## config.mk

```make
export PLATFORM = sky130hd
export DESIGN_NAME = mcsr_file
export DESIGN_NICKNAME = d
export VERILOG_FILES = /design/src/rtl/mcsr_file.sv
export SDC_FILE = /design/constraint.sdc
export NUM_CORES = 1
export LEC_CHECK = 0
export BUFFER_PORTS_ARGS = -buffer_cell sky130_fd_sc_hd__buf_2
export CORE_ASPECT_RATIO = 0.7
export CORE_MARGIN = 10
export CORE_UTILIZATION = 53
export DETAILED_ROUTE_END_ITERATION = 7
export HOLD_SLACK_MARGIN = 0.02
export PLACE_DENSITY = 0.9
export SYNTH_ARGS = -nofsm -noshare
export SYNTH_HDL_FRONTEND = slang
export SYNTH_SLANG_ARGS = --single-unit
```

## constraint.sdc

```tcl
create_clock -name clk -period 6.8 [get_ports clk]
set_input_delay 0.68 -clock clk [delete_from_list [all_inputs] [get_ports clk]]
set_output_delay 0.68 -clock clk [all_outputs]
set_load 0.01 [all_outputs]
```

## src/rtl/mcsr_file.sv

```systemverilog
// Machine-mode CSR file: trap/interrupt state, local interrupt lines, selectable mtvec mode.
// Define MCSR_COUNTERS_EN to implement mcycle/minstret/mcountinhibit; otherwise those indices read 0.
module mcsr_file #(
    parameter int NLINT = 4,
    parameter int CNT_W = 64
) (
    input  logic             clk,
    input  logic             cpurst,
    input  logic             csr_wr_en,
    input  logic [11:0]      csr_wr_idx,
    input  logic [31:0]      csr_wr_data,
    input  logic [11:0]      csr_rd_idx,
    output logic [31:0]      csr_rd_data,
    output logic             csr_rd_ill,
    input  logic             exp_valid,
    input  logic [4:0]       exp_cause,
    input  logic [31:0]      exp_pc,
    input  logic [31:0]      exp_tval,
    input  logic             mret,
    input  logic             instr_ret,
    input  logic             irq_ms,
    input  logic             irq_mt,
    input  logic             irq_me,
    input  logic [NLINT-1:0] irq_local,
    output logic             int_req,
    input  logic             int_ack,
    input  logic [31:0]      int_pc,
    output logic [31:0]      trap_vec,
    output logic [31:0]      mepc_o,
    output logic             mstatus_mie
);

    localparam logic [31:0] LOCAL_MASK = ((32'h1 << NLINT) - 32'h1) << 16;
    localparam logic [31:0] MIE_MASK   = 32'h0000_0888 | LOCAL_MASK;

    logic        mie_bit;
    logic        mpie_bit;
    logic [31:0] mie_q;
    logic [29:0] mtvec_base;
    logic        mtvec_mode;
    logic [31:0] mscratch_q;
    logic [30:0] mepc_q;
    logic [31:0] mcause_q;
    logic [31:0] mtval_q;

    logic [31:0] mip_val;
    logic [31:0] pending;
    logic [4:0]  int_cause;
    logic        take_int;
    logic        wr_ok;

    always_comb begin
        mip_val = '0;
        mip_val[3]  = irq_ms;
        mip_val[7]  = irq_mt;
        mip_val[11] = irq_me;
        mip_val[16 +: NLINT] = irq_local;
    end

    assign pending = mip_val & mie_q;
    assign int_req = (pending != 32'h0) && mie_bit;

    // Lowest priority assigned first so higher-priority sources override it.
    always_comb begin
        int_cause = 5'd0;
        for (int i = 0; i < NLINT; i++) begin
            if (pending[16 + i]) int_cause = 5'(16 + i);
        end
        if (pending[7])  int_cause = 5'd7;
        if (pending[3])  int_cause = 5'd3;
        if (pending[11]) int_cause = 5'd11;
    end

    assign take_int = int_ack && int_req;
    assign wr_ok    = csr_wr_en && !take_int && !exp_valid && !mret;

    // Vectored offset applies only when an interrupt, not an exception, is the trap being taken.
    always_comb begin
        trap_vec = {mtvec_base, 2'b00};
        if (mtvec_mode && int_req && (int_ack || !exp_valid))
            trap_vec = {mtvec_base, 2'b00} + {25'b0, int_cause, 2'b00};
    end

    assign mepc_o      = {mepc_q, 1'b0};
    assign mstatus_mie = mie_bit;

    always_ff @(posedge clk or posedge cpurst) begin
        if (cpurst) begin
            mie_bit    <= 1'b0;
            mpie_bit   <= 1'b0;
            mie_q      <= '0;
            mtvec_base <= '0;
            mtvec_mode <= 1'b0;
            mscratch_q <= '0;
            mepc_q     <= '0;
            mcause_q   <= '0;
            mtval_q    <= '0;
        end else if (take_int) begin
            mpie_bit <= mie_bit;
            mie_bit  <= 1'b0;
            mepc_q   <= int_pc[31:1];
            mcause_q <= {1'b1, 26'b0, int_cause};
            mtval_q  <= '0;
        end else if (exp_valid) begin
            mpie_bit <= mie_bit;
            mie_bit  <= 1'b0;
            mepc_q   <= exp_pc[31:1];
            mcause_q <= {27'b0, exp_cause};
            mtval_q  <= exp_tval;
        end else if (mret) begin
            mie_bit  <= mpie_bit;
            mpie_bit <= 1'b1;
        end else if (wr_ok) begin
            case (csr_wr_idx)
                12'h300: begin
                    mie_bit  <= csr_wr_data[3];
                    mpie_bit <= csr_wr_data[7];
                end
                12'h304: mie_q <= csr_wr_data & MIE_MASK;
                12'h305: begin
                    mtvec_base <= csr_wr_data[31:2];
                    mtvec_mode <= csr_wr_data[0];
                end
                12'h340: mscratch_q <= csr_wr_data;
                12'h341: mepc_q     <= csr_wr_data[31:1];
                12'h342: mcause_q   <= csr_wr_data;
                12'h343: mtval_q    <= csr_wr_data;
                default: ;
            endcase
        end
    end

`ifdef MCSR_COUNTERS_EN
    logic [CNT_W-1:0] mcycle_q;
    logic [CNT_W-1:0] minstret_q;
    logic             inh_cy;
    logic             inh_ir;
    logic [63:0]      mcycle_ext;
    logic [63:0]      minstret_ext;

    assign mcycle_ext   = 64'(mcycle_q);
    assign minstret_ext = 64'(minstret_q);

    // A write to either half owns the counter for that cycle, so no increment.
    always_ff @(posedge clk or posedge cpurst) begin
        if (cpurst) begin
            mcycle_q   <= '0;
            minstret_q <= '0;
            inh_cy     <= 1'b0;
            inh_ir     <= 1'b0;
        end else begin
            if (wr_ok && csr_wr_idx == 12'h320) begin
                inh_cy <= csr_wr_data[0];
                inh_ir <= csr_wr_data[2];
            end
            if (wr_ok && csr_wr_idx == 12'hB00)
                mcycle_q <= {mcycle_q[CNT_W-1:32], csr_wr_data};
            else if (wr_ok && csr_wr_idx == 12'hB80)
                mcycle_q <= CNT_W'({csr_wr_data, mcycle_q[31:0]});
            else if (!inh_cy)
                mcycle_q <= mcycle_q + CNT_W'(1);
            if (wr_ok && csr_wr_idx == 12'hB02)
                minstret_q <= {minstret_q[CNT_W-1:32], csr_wr_data};
            else if (wr_ok && csr_wr_idx == 12'hB82)
                minstret_q <= CNT_W'({csr_wr_data, minstret_q[31:0]});
            else if (instr_ret && !inh_ir)
                minstret_q <= minstret_q + CNT_W'(1);
        end
    end
`else
    logic unused_counter_inputs;
    assign unused_counter_inputs = instr_ret;
`endif

    always_comb begin
        csr_rd_data = '0;
        csr_rd_ill  = 1'b0;
        case (csr_rd_idx)
            12'h300: csr_rd_data = {19'b0, 2'b11, 3'b0, mpie_bit, 3'b0, mie_bit, 3'b0};
            12'h301: csr_rd_data = '0;
            12'h304: csr_rd_data = mie_q;
            12'h305: csr_rd_data = {mtvec_base, 1'b0, mtvec_mode};
            12'h340: csr_rd_data = mscratch_q;
            12'h341: csr_rd_data = {mepc_q, 1'b0};
            12'h342: csr_rd_data = mcause_q;
            12'h343: csr_rd_data = mtval_q;
            12'h344: csr_rd_data = mip_val;
            12'hF11, 12'hF12, 12'hF13, 12'hF14: csr_rd_data = '0;
`ifdef MCSR_COUNTERS_EN
            12'h320: csr_rd_data = {29'b0, inh_ir, 1'b0, inh_cy};
            12'hB00: csr_rd_data = mcycle_ext[31:0];
            12'hB80: csr_rd_data = mcycle_ext[63:32];
            12'hB02: csr_rd_data = minstret_ext[31:0];
            12'hB82: csr_rd_data = minstret_ext[63:32];
`else
            12'h320, 12'hB00, 12'hB80, 12'hB02, 12'hB82: csr_rd_data = '0;
`endif
            default: csr_rd_ill = 1'b1;
        endcase
    end

endmodule

```

# [Yosys cells after proc, flatten, opt, wreduce, memory -nomap -nowiden]
# Index checks and enable logic that the tools add are counted.
[op_classes] addsub=1 n_mux=35 reduce_logical=26 eq_ne=26 bitwise=4
[op_table] operator="$mux 32" count=11
[op_table] operator="$pmux 32 s8" count=1
[op_table] operator="$eq 12x10->1 const B" count=17
[op_table] operator="$mux 31" count=5
[op_table] operator="$eq 12x12->1 const B" count=8
[op_table] operator="$mux 5" count=7
[op_table] operator="$add 32x7->32" count=1
[op_table] operator="$reduce_bool 32->1" count=1
[op_table] operator="$and 20x20->20" count=1
[op_table] operator="$reduce_or 18->1" count=1
[op_table] operator="$reduce_and 5->1" count=3
[op_table] operator="$reduce_bool 3->1" count=4
[op_table] operator="$mux 1" count=11
[op_table] operator="$reduce_and 3->1" count=3
[op_table] operator="$reduce_bool 4->1" count=2
[op_table] operator="$logic_and 1x1->1" count=7
[op_table] operator="$logic_not 1->1" count=3
[op_table] operator="$ne 3x2->1 const B" count=1
[op_table] operator="$not 1->1" count=3
[op_table] operator="$reduce_and 2->1" count=1
[op_table] operator="$logic_or 1x1->1" count=1
[word_totals] register_bits=167 input_bits=171 wordCells=101 out_inout_bits=99

# [Depth between registers and ports, before layout]
# Gate-level depths: netlist of run 1.
[depth] depth_word=12 ltp_mapped=11 ltp_nobuf=11

# [Least setup slack after synthesis of run 1]
# No wires, ideal clock.
[synth_path] path_type="input -> output" from="input port irq_mt" to="output port trap_vec[25]" arrival_ns=3.116 path_slack_ns=3.004 path_stages=11 path_buffers=1 path_cell_list="a222oi_1 nand2_1 a21oi_1 inv_1 ha_1 a211oi_1 o21bai_1 a21oi_1 clkbuf_1 nor3_1 xnor2_1"
[synth_via] elab_chain_cells=6 elab_cells_between_ends=10 classes_between="add/sub: 1; mux: 4; bitwise: 1; reduce/logical: 4"
[synth_lines] item="start, declared" line_no="22" text="input logic irq_mt,"
[synth_lines] item="$and 20x20->20 *" line_no="60" text="assign pending = mip_val & mie_q;"
[synth_lines] item="$mux 5 / $reduce_bool 32->1 (equally long branches)" line_no="69, 61"
[synth_lines] item="$mux 5 / $logic_and 1x1->1 (equally long branches)" line_no="70, 61"
[synth_lines] item="$mux 5 / $logic_and 1x1->1 (equally long branches)" line_no="71, 80"
[synth_lines] item="$add 32x7->32 / $logic_and 1x1->1 (equally long branches)" line_no="81, 80"
[synth_lines] item="$mux 32 *" line_no="80" text="if (mtvec_mode && int_req && (int_ack || !exp_valid))"
[synth_lines] item="end, declared" line_no="28" text="output logic [31:0] trap_vec,"
# Mark *: on every way between the ends. The rest lies on a longest branch, timed or not.

# [Worst setup path in the final report of run 1]
[layout_path] from="register mie_q[11]" to="output port trap_vec[17]"
[layout_via] elab_chain_cells=6 elab_cells_between_ends=8 classes_between="add/sub: 1; mux: 2; bitwise: 1; reduce/logical: 4"
[layout_lines] item="start, declared" line_no="38" text="logic [31:0] mie_q;"
[layout_lines] item="start signal, assigned" line_no="119" text="12'h304: mie_q <= csr_wr_data & MIE_MASK;"
[layout_lines] item="$and 20x20->20 *" line_no="60"
[layout_lines] item="branches (longest 4 deep; another with $add 32x7->32)"
[layout_lines] item="$mux 32 *" line_no="80"
# Every way passes the cells marked *.

==> results.md, run 1 <==
* Final non-filler cell area at 0.0117 mm^2
* Slowest CP cell: dfrtp_1
* Total Negative Setup Slacks at 0 ns
* Setup-failing EPs final at 0
* Status: finished, final reports clean
* YS warnings at 0
* HPWL after DPL at 22300 um
* FMAX at 228 MHz
* Ys async rst share at 1.00
* Layout Skew at 0.0133 ns
* CTS H-Tree Depth at 4
* Setup bufs post-CTS at 0
* Slew @ Worst Pin at 1.12 ns
* Remaining DRCs at 0
* Delay-heaviest family, CP: compound AO/OA/AOI/OAI gates
* Clk buf depth at 2
* Antenna viol nets, final at 0
* Final Power at 2.35 mW
* Worst min path class: input port to async pin
* Clock period minus worst slack at 4.38 ns
* Die W at 181 um
* Initial core utilization at 0.536
* Power Density at 202 mW/mm^2
* Via count at 9033
* Std cell rows at 41
* First-pass GRT wire length at 50800 um
* Largest area contributor in the netlist: dfrtp_1
* Crit path cell chain: a222oi_1, buf_4, nand2_1, a21oi_1, inv_1, ha_1, a211oi_1, o21bai_1, a21oi_1, buf_4, nor4b_1, xor2_1, buf_2
* DRT Pass-1 Iters at 7
* Final hold violation count at 0
* Crit-path max FO at 13
* Mapped cell area at 0.00957 mm^2
* Grt ovf at 0
* Clock root buffer master: clkbuf_16
* P_leak at 5.89 nW
* Iter 0 DRT Violations at 1030
* Area Growth Syn to Fin at 22.0%
* Pre-CTS setup slack at 2.48 ns
* Core area at 0.0179 mm^2
* Buf/Inv on CP at 4
* Synthesized flop and latch total at 167
* Initial antenna violation count at 2
* Synth unique cells at 62
* Max Cap Viol at 0
* Post-synth top area share at 0.437
* WS Path Type: register to primary output
* RePlAce Congestion at 0.888
* CTS tree: yes
* Filler Cell Count at 1471
* Post-CTS sizing at 0
* Layout Nets at 1407
* Layout cells sized above 1 at 0.321
* Clock Latency Late Sink at 0.43 ns
* Avg Cell Area, Syn at 9.56 um^2
* Hold_buf cts at 0
* Tot GR Track Use at 0.262
* Num CTS Buffers at 17
* Tcrit/Tclk final at 0.645
* Count of buffers from port buffering at 263
* Syn Inst Count at 1001
* CTS Sinks at 167
* Final hold slack at 0.393 ns
* WP data required at 6.12 ns
* DP Area at 0.0111 mm^2
* RSZ-0062 raised after global routing: false
* Crit start category: register
* Final wirelength at 32200 um
* Setup ws final at 2.42 ns
* Die Area at 0.0239 mm^2
* Via density at 6.10
* Clk slew on worst S/H paths at 0.07 ns
* Number of synthesized flops with an enable pin at 0
* Top_reg_cell synth: dfrtp_1
* Slew headroom at 0.248
* DR WL/cell at 21.8 um
* IO Pins at 270
* Synth top area cells: dfrtp_1 44%, mux2_2 8.6%, mux2i_1 6.5%
* VDD IR-drop max at 0.158 mV
* Data arrival, critical path at 3.70 ns
* Largest net degree at the start of global routing at 104
* Setup crit end kind: primary output
* Die H at 132 um
* Vias in the first global route at 9046
* Sequential area share after synthesis at 0.437
* Final Max Slew Viols at 0
* Crit path largest cell delay at 0.42 ns
[cells by family (layout without fill, tap and decap cells)]
group,after synthesis,after routing,share of synthesized area
simple gates,272,272,0.135
fa+ha+maj,6,6,0.00863
other cells,1,4,0.000392
xor+xnor,27,27,0.0247
flops,167,167,0.437
mux,137,137,0.153
compound gates,275,275,0.191
buf+inv,116,356,0.0501
[final cells by class]
type | instances | area [um^2] | share of cell area
diodes | 1 | 2.50 | 0.000215
clock buffers | 20 | 447 | 0.0383
clock inverters | 12 | 165 | 0.0142
inverters | 46 | 178 | 0.0152
multi-input cells | 720 | 4970 | 0.426
flip-flops and latches | 167 | 4180 | 0.358
well taps | 236 | 295 | 0.0253
repair buffers | 278 | 1430 | 0.123
[through the flow]
stage,cells,util
final,1480,0.653
after global routing,1480,0.653
after CTS,1479,0.653
after detailed placement,1447,0.619
after global placement,1447,0.619
after floorplan,1003,-
[cells in the final DEF, fill, tap and decap left out, types with 38 or more instances in the layout]
| cell | n |
|---|---|
| buf_2 | 262 |
| dfrtp_1 | 167 |
| nand2_1 | 107 |
| mux2_2 | 73 |
| a21oi_1 | 68 |
| mux2i_1 | 62 |
| o211ai_1 | 56 |
| nor2_1 | 55 |
| inv_1 | 45 |
| o21ai_0 | 45 |
| a22oi_1 | 38 |
[worst paths after layout]
| check | cells after the start | slack [ns] | start | to |
|---|---|---|---|---|
| worst max-delay path | 13 | 2.42 | mie_q[11] | trap_vec[17] |
| max in group asynchronous | 3 | 4.84 | cpurst | mcause_q[27] |
| min in group clk | 2 | 0.48 | mtval_q[0] | mtval_q[0] |
| worst min register to register | 2 | 0.48 | mtval_q[0] | mtval_q[0] |
| worst max register to register | 6 | 2.96 | mie_q[18] | mscratch_q[2] |
| worst min-delay path | 2 | 0.39 | cpurst | mtval_q[10] |
[metal layers]
metal,track usage,share of wire,vias up
met5,0,0.00053,-
met4,0.0718,0.019,2
met3,0.0601,0.083,50
met2,0.418,0.46,444
met1,0.351,0.44,4446
li1,-,-,4091
[flip-flops by register name (all words and copies together), names as in the netlist]
register     count
mtval_q         32
mcause_q        32
mtvec_base      30
mtvec_mode       1
mpie_bit         1
mepc_q          31
mstatus_mie      1
mscratch_q      32
mie_q            7
[worst register-to-register path: cells and delay by family (launching register included)]
| kind | cells | cell delay [ns] |
|---|---|---|
| AO/OA/AOI/OAI | 2 | 1.36 |
| buffers and inverters | 1 | 0.45 |
| flip-flops | 1 | 0.43 |
| multiplexers | 1 | 0.39 |
| AND/OR/NAND/NOR | 2 | 1.10 |
[synth_stat cells, drive strengths merged, types with 3 or more instances]
master and n:
a32oi 3, buf 27, nor2 56, nand2 108, a31oi 3, a21oi 68
mux2 75, nand4 8, a211oi 3, o221a 3, nand3 18, xnor2 8
ha 5, o21ai 45, o31ai 32, xor2 19, o211ai 56, and2 3
mux2i 62, a2bb2oi 7, nor4bb 3, or3 3, inv 46, nor3 21
clkbuf 43, o21a 4, nor2b 33, dfrtp 167, a22oi 38, nor4 6
[power by group]
part / total, mW / leakage [nW] / switching, mW / internal (mW)
combinational: 0.262 / 3.39 / 0.155 / 0.107
clock: 1.02 / 0.287 / 0.425 / 0.595
sequential: 1.07 / 2.22 / 0.0336 / 1.04
total: 2.35 / 5.89 / 0.613 / 1.74
Note: power is estimated with default switching activity, not from simulation.
==> run 2: changes to the inputs <==
--- a/config.mk
+++ b/config.mk
@@ -8,10 +8,10 @@
 export BUFFER_PORTS_ARGS = -buffer_cell sky130_fd_sc_hd__buf_2
 export CORE_ASPECT_RATIO = 0.7
 export CORE_MARGIN = 10
-export CORE_UTILIZATION = 53
+export CORE_UTILIZATION = 48
 export DETAILED_ROUTE_END_ITERATION = 7
 export HOLD_SLACK_MARGIN = 0.02
-export PLACE_DENSITY = 0.9
+export PLACE_DENSITY = 0.86
 export SYNTH_ARGS = -nofsm -noshare
 export SYNTH_HDL_FRONTEND = slang
 export SYNTH_SLANG_ARGS = --single-unit
==> constraint.sdc (replaced) <==
create_clock -name clk -period 3.89 [get_ports clk]
set_input_delay 0.389 -clock clk [delete_from_list [all_inputs] [get_ports clk]]
set_output_delay 0.389 -clock clk [all_outputs]
set_load 0.01 [all_outputs]
==> results.md, run 2 (synthesis gave the netlist of run 1 again) <==
* P_leak at 5.92 nW (+0.56%)
* Post-Layout Cell Count at 1523 (+2.9%)
* Setup-failing EPs final at 0 (unchanged)
* Setup ws final at 0.157 ns (-2.26 ns)
* Antenna viol nets, final at 0 (unchanged)
* Clock Latency Late Sink at 0.43 ns (about the same)
* Tot GR Track Use at 0.240 (-0.0219)
* Status: finished, final reports clean
* Layout cells sized above 1 at 0.330 (+0.00860)
* Power Density at 340 mW/mm^2 (+69%)
* Largest net degree at the start of global routing at 168 (+62%)
* Num CTS Buffers at 17 (unchanged)
* Final hold slack at 0.208 ns (-0.185 ns)
* Most common cell after layout, fill and taps aside: buf_2
* Core Util, Final at 0.599 (-0.0548)
* Clk slew on worst S/H paths at 0.07 ns (about the same)
* Tcrit/Tclk final at 0.960
* Via count at 8855 (-2.0%)
* Die Area at 0.0261 mm^2 (+9.0%)
* FMAX at 268 MHz
* Clock root buffer master: clkbuf_16
* Grt ovf at 0 (unchanged)
* Max Cap Viol at 0 (unchanged)
* Layout Skew at 0.0152 ns (+0.00191 ns)
* Data arrival, critical path at 3.34 ns (-0.36 ns)
* Die W at 189 um (+4.5%)
* Clock period minus worst slack at 3.73 ns
* Inst Count DP at 1488 (+2.8%)
* CTS Sinks at 167 (unchanged)
* Crit-path max FO at 6 (-7)
* Die H at 138 um (+4.3%)
* Via density at 5.81 (-4.7%)
* Final Max Slew Viols at 0 (unchanged)
* Crit path largest cell delay at 0.41 ns (about the same)
* HPWL after DPL at 23000 um (+3.2%)
* DR WL/cell at 21.2 um (-2.4%)
* CTS H-Tree Depth at 4 (unchanged)
* Layout Nets at 1416 (+0.64%)
* Pre-CTS setup slack at 0.303 ns (-2.17 ns)
* Slew headroom at 0.273 (+0.0250)
* VDD IR-drop max at 0.217 mV (+37%)
* Regs by FF count: mcause_q: 32 flops, mscratch_q: 32 flops, mtval_q: 32 flops
* First-pass GRT wire length at 50100 um (-1.4%)
* WP data required at 3.50 ns (-2.62 ns)
* WS Path Type: register to primary output
* Area Growth Syn to Fin at 23.2%
* Initial core utilization at 0.486 (-0.0500)
* Std cell rows at 43 (+4.9%)
* Hold_buf cts at 0 (unchanged)
* Initial antenna violation count at 3 (+1)
* CTS tree: yes
* Core area at 0.0197 mm^2 (+10%)
* Slowest CP cell: or4_1
* DRT Pass-1 Iters at 7 (unchanged)
* Commonest cells after routing, fill and taps aside: 262 x buf_2, 167 x dfrtp_1, 107 x nand2_1
* Worst min path class: input port to async pin
* RePlAce Congestion at 0.925 (+4.2%)
* Crit start category: register
* Final wirelength at 32400 um (+0.48%)
* Vias in the first global route at 8882 (-1.8%)
* Clk buf depth at 2 (unchanged)
* Count of buffers from port buffering at 263 (unchanged)
* Crit path cell chain: a222oi_1, buf_4, nand2_1, a31o_2, ha_2, inv_1, fa_2, nor2b_2, o31a_1, o211ai_1, buf_4, or4_1, xnor2_1, buf_2
* Setup crit end kind: primary output
* Remaining DRCs at 0 (unchanged)
* IO Pins at 270 (unchanged)
* Final hold violation count at 0 (unchanged)
* Crit-path most repeated cell: buf_4
* Final Power at 4.01 mW (+70%)
* Slew @ Worst Pin at 1.09 ns (-0.0289 ns)
* Iter 0 DRT Violations at 874 (-15%)
==> run 2: cell type report <==
type | count | area (um^2)
Fill cell | 1674 | 7900
Multi-Input combinational cell | 720 | 4990
Sequential cell | 167 | 4180
Timing Repair Buffer | 287 | 1520
Clock buffer | 20 | 457
Tap cell | 270 | 338
Inverter | 46 | 176
Clock inverter | 10 | 120
Antenna cell | 3 | 7.51
==> run 2: worst max-delay path, delay by kind of cell (launching register included) <==
kind / cells / cell delay (ns)
and+or+nand+nor: 3 / 0.63
buffers and inverters: 4 / 0.57
adders and majority gates: 2 / 0.57
AOI/OAI and AO/OA: 4 / 0.54
DFF: 1 / 0.39
xor gates and xnor gates: 1 / 0.20
==> run 2: layer usage <==
| metal | part of all wire | vias to the layer above | global-route usage | routed length (um) |
|---|---|---|---|---|
| li1 | - | 4097 | - | - |
| met1 | 0.45 | 4324 | 0.322 | 14400 |
| met2 | 0.46 | 391 | 0.376 | 14800 |
| met3 | 0.076 | 43 | 0.0575 | 2470 |
| met4 | 0.021 | 0 | 0.0750 | 688 |
| met5 | 0 | - | 0 | 0 |
==> run 2: power by group <==
part,switching (mW),internal (mW),leakage [nW]
logic,0.269,0.188,3.43
clock network,0.703,0.978,0.279
registers,0.0569,1.81,2.22
total,1.03,2.98,5.92
==> run 2: repair_timing <==
item | in CTS | in global routing
gates resized for setup | 0 | 5
hold endpoints to repair | 0 | 0
setup endpoints to repair | 2 | 13
pin swaps | 1 | 1
setup buffers | 1 | 1
==> run 2: metrics by stage <==
stage,instance area (um^2),setup TNS [ns]
finish,11800,0
global route,11800,-0.0102
CTS,11800,0
detailed placement,11200,0
global placement,11200,0
floorplan,9580,0
==> run 2: path summary, 6_finish.rpt <==
kind / start / endpoint / slack, ns / cells after the start
max in group asynchronous: cpurst / mtval_q[0] / 2.99 / 3
max reg2reg: mie_q[7] / mepc_q[28] / 0.94 / 7
min reg2reg: mtval_q[6] / mtval_q[6] / 0.48 / 2
min: cpurst / mepc_q[9] / 0.21 / 3
max: mie_q[7] / trap_vec[18] / 0.16 / 14
min in group clk: int_pc[9] / mepc_q[8] / 0.22 / 3
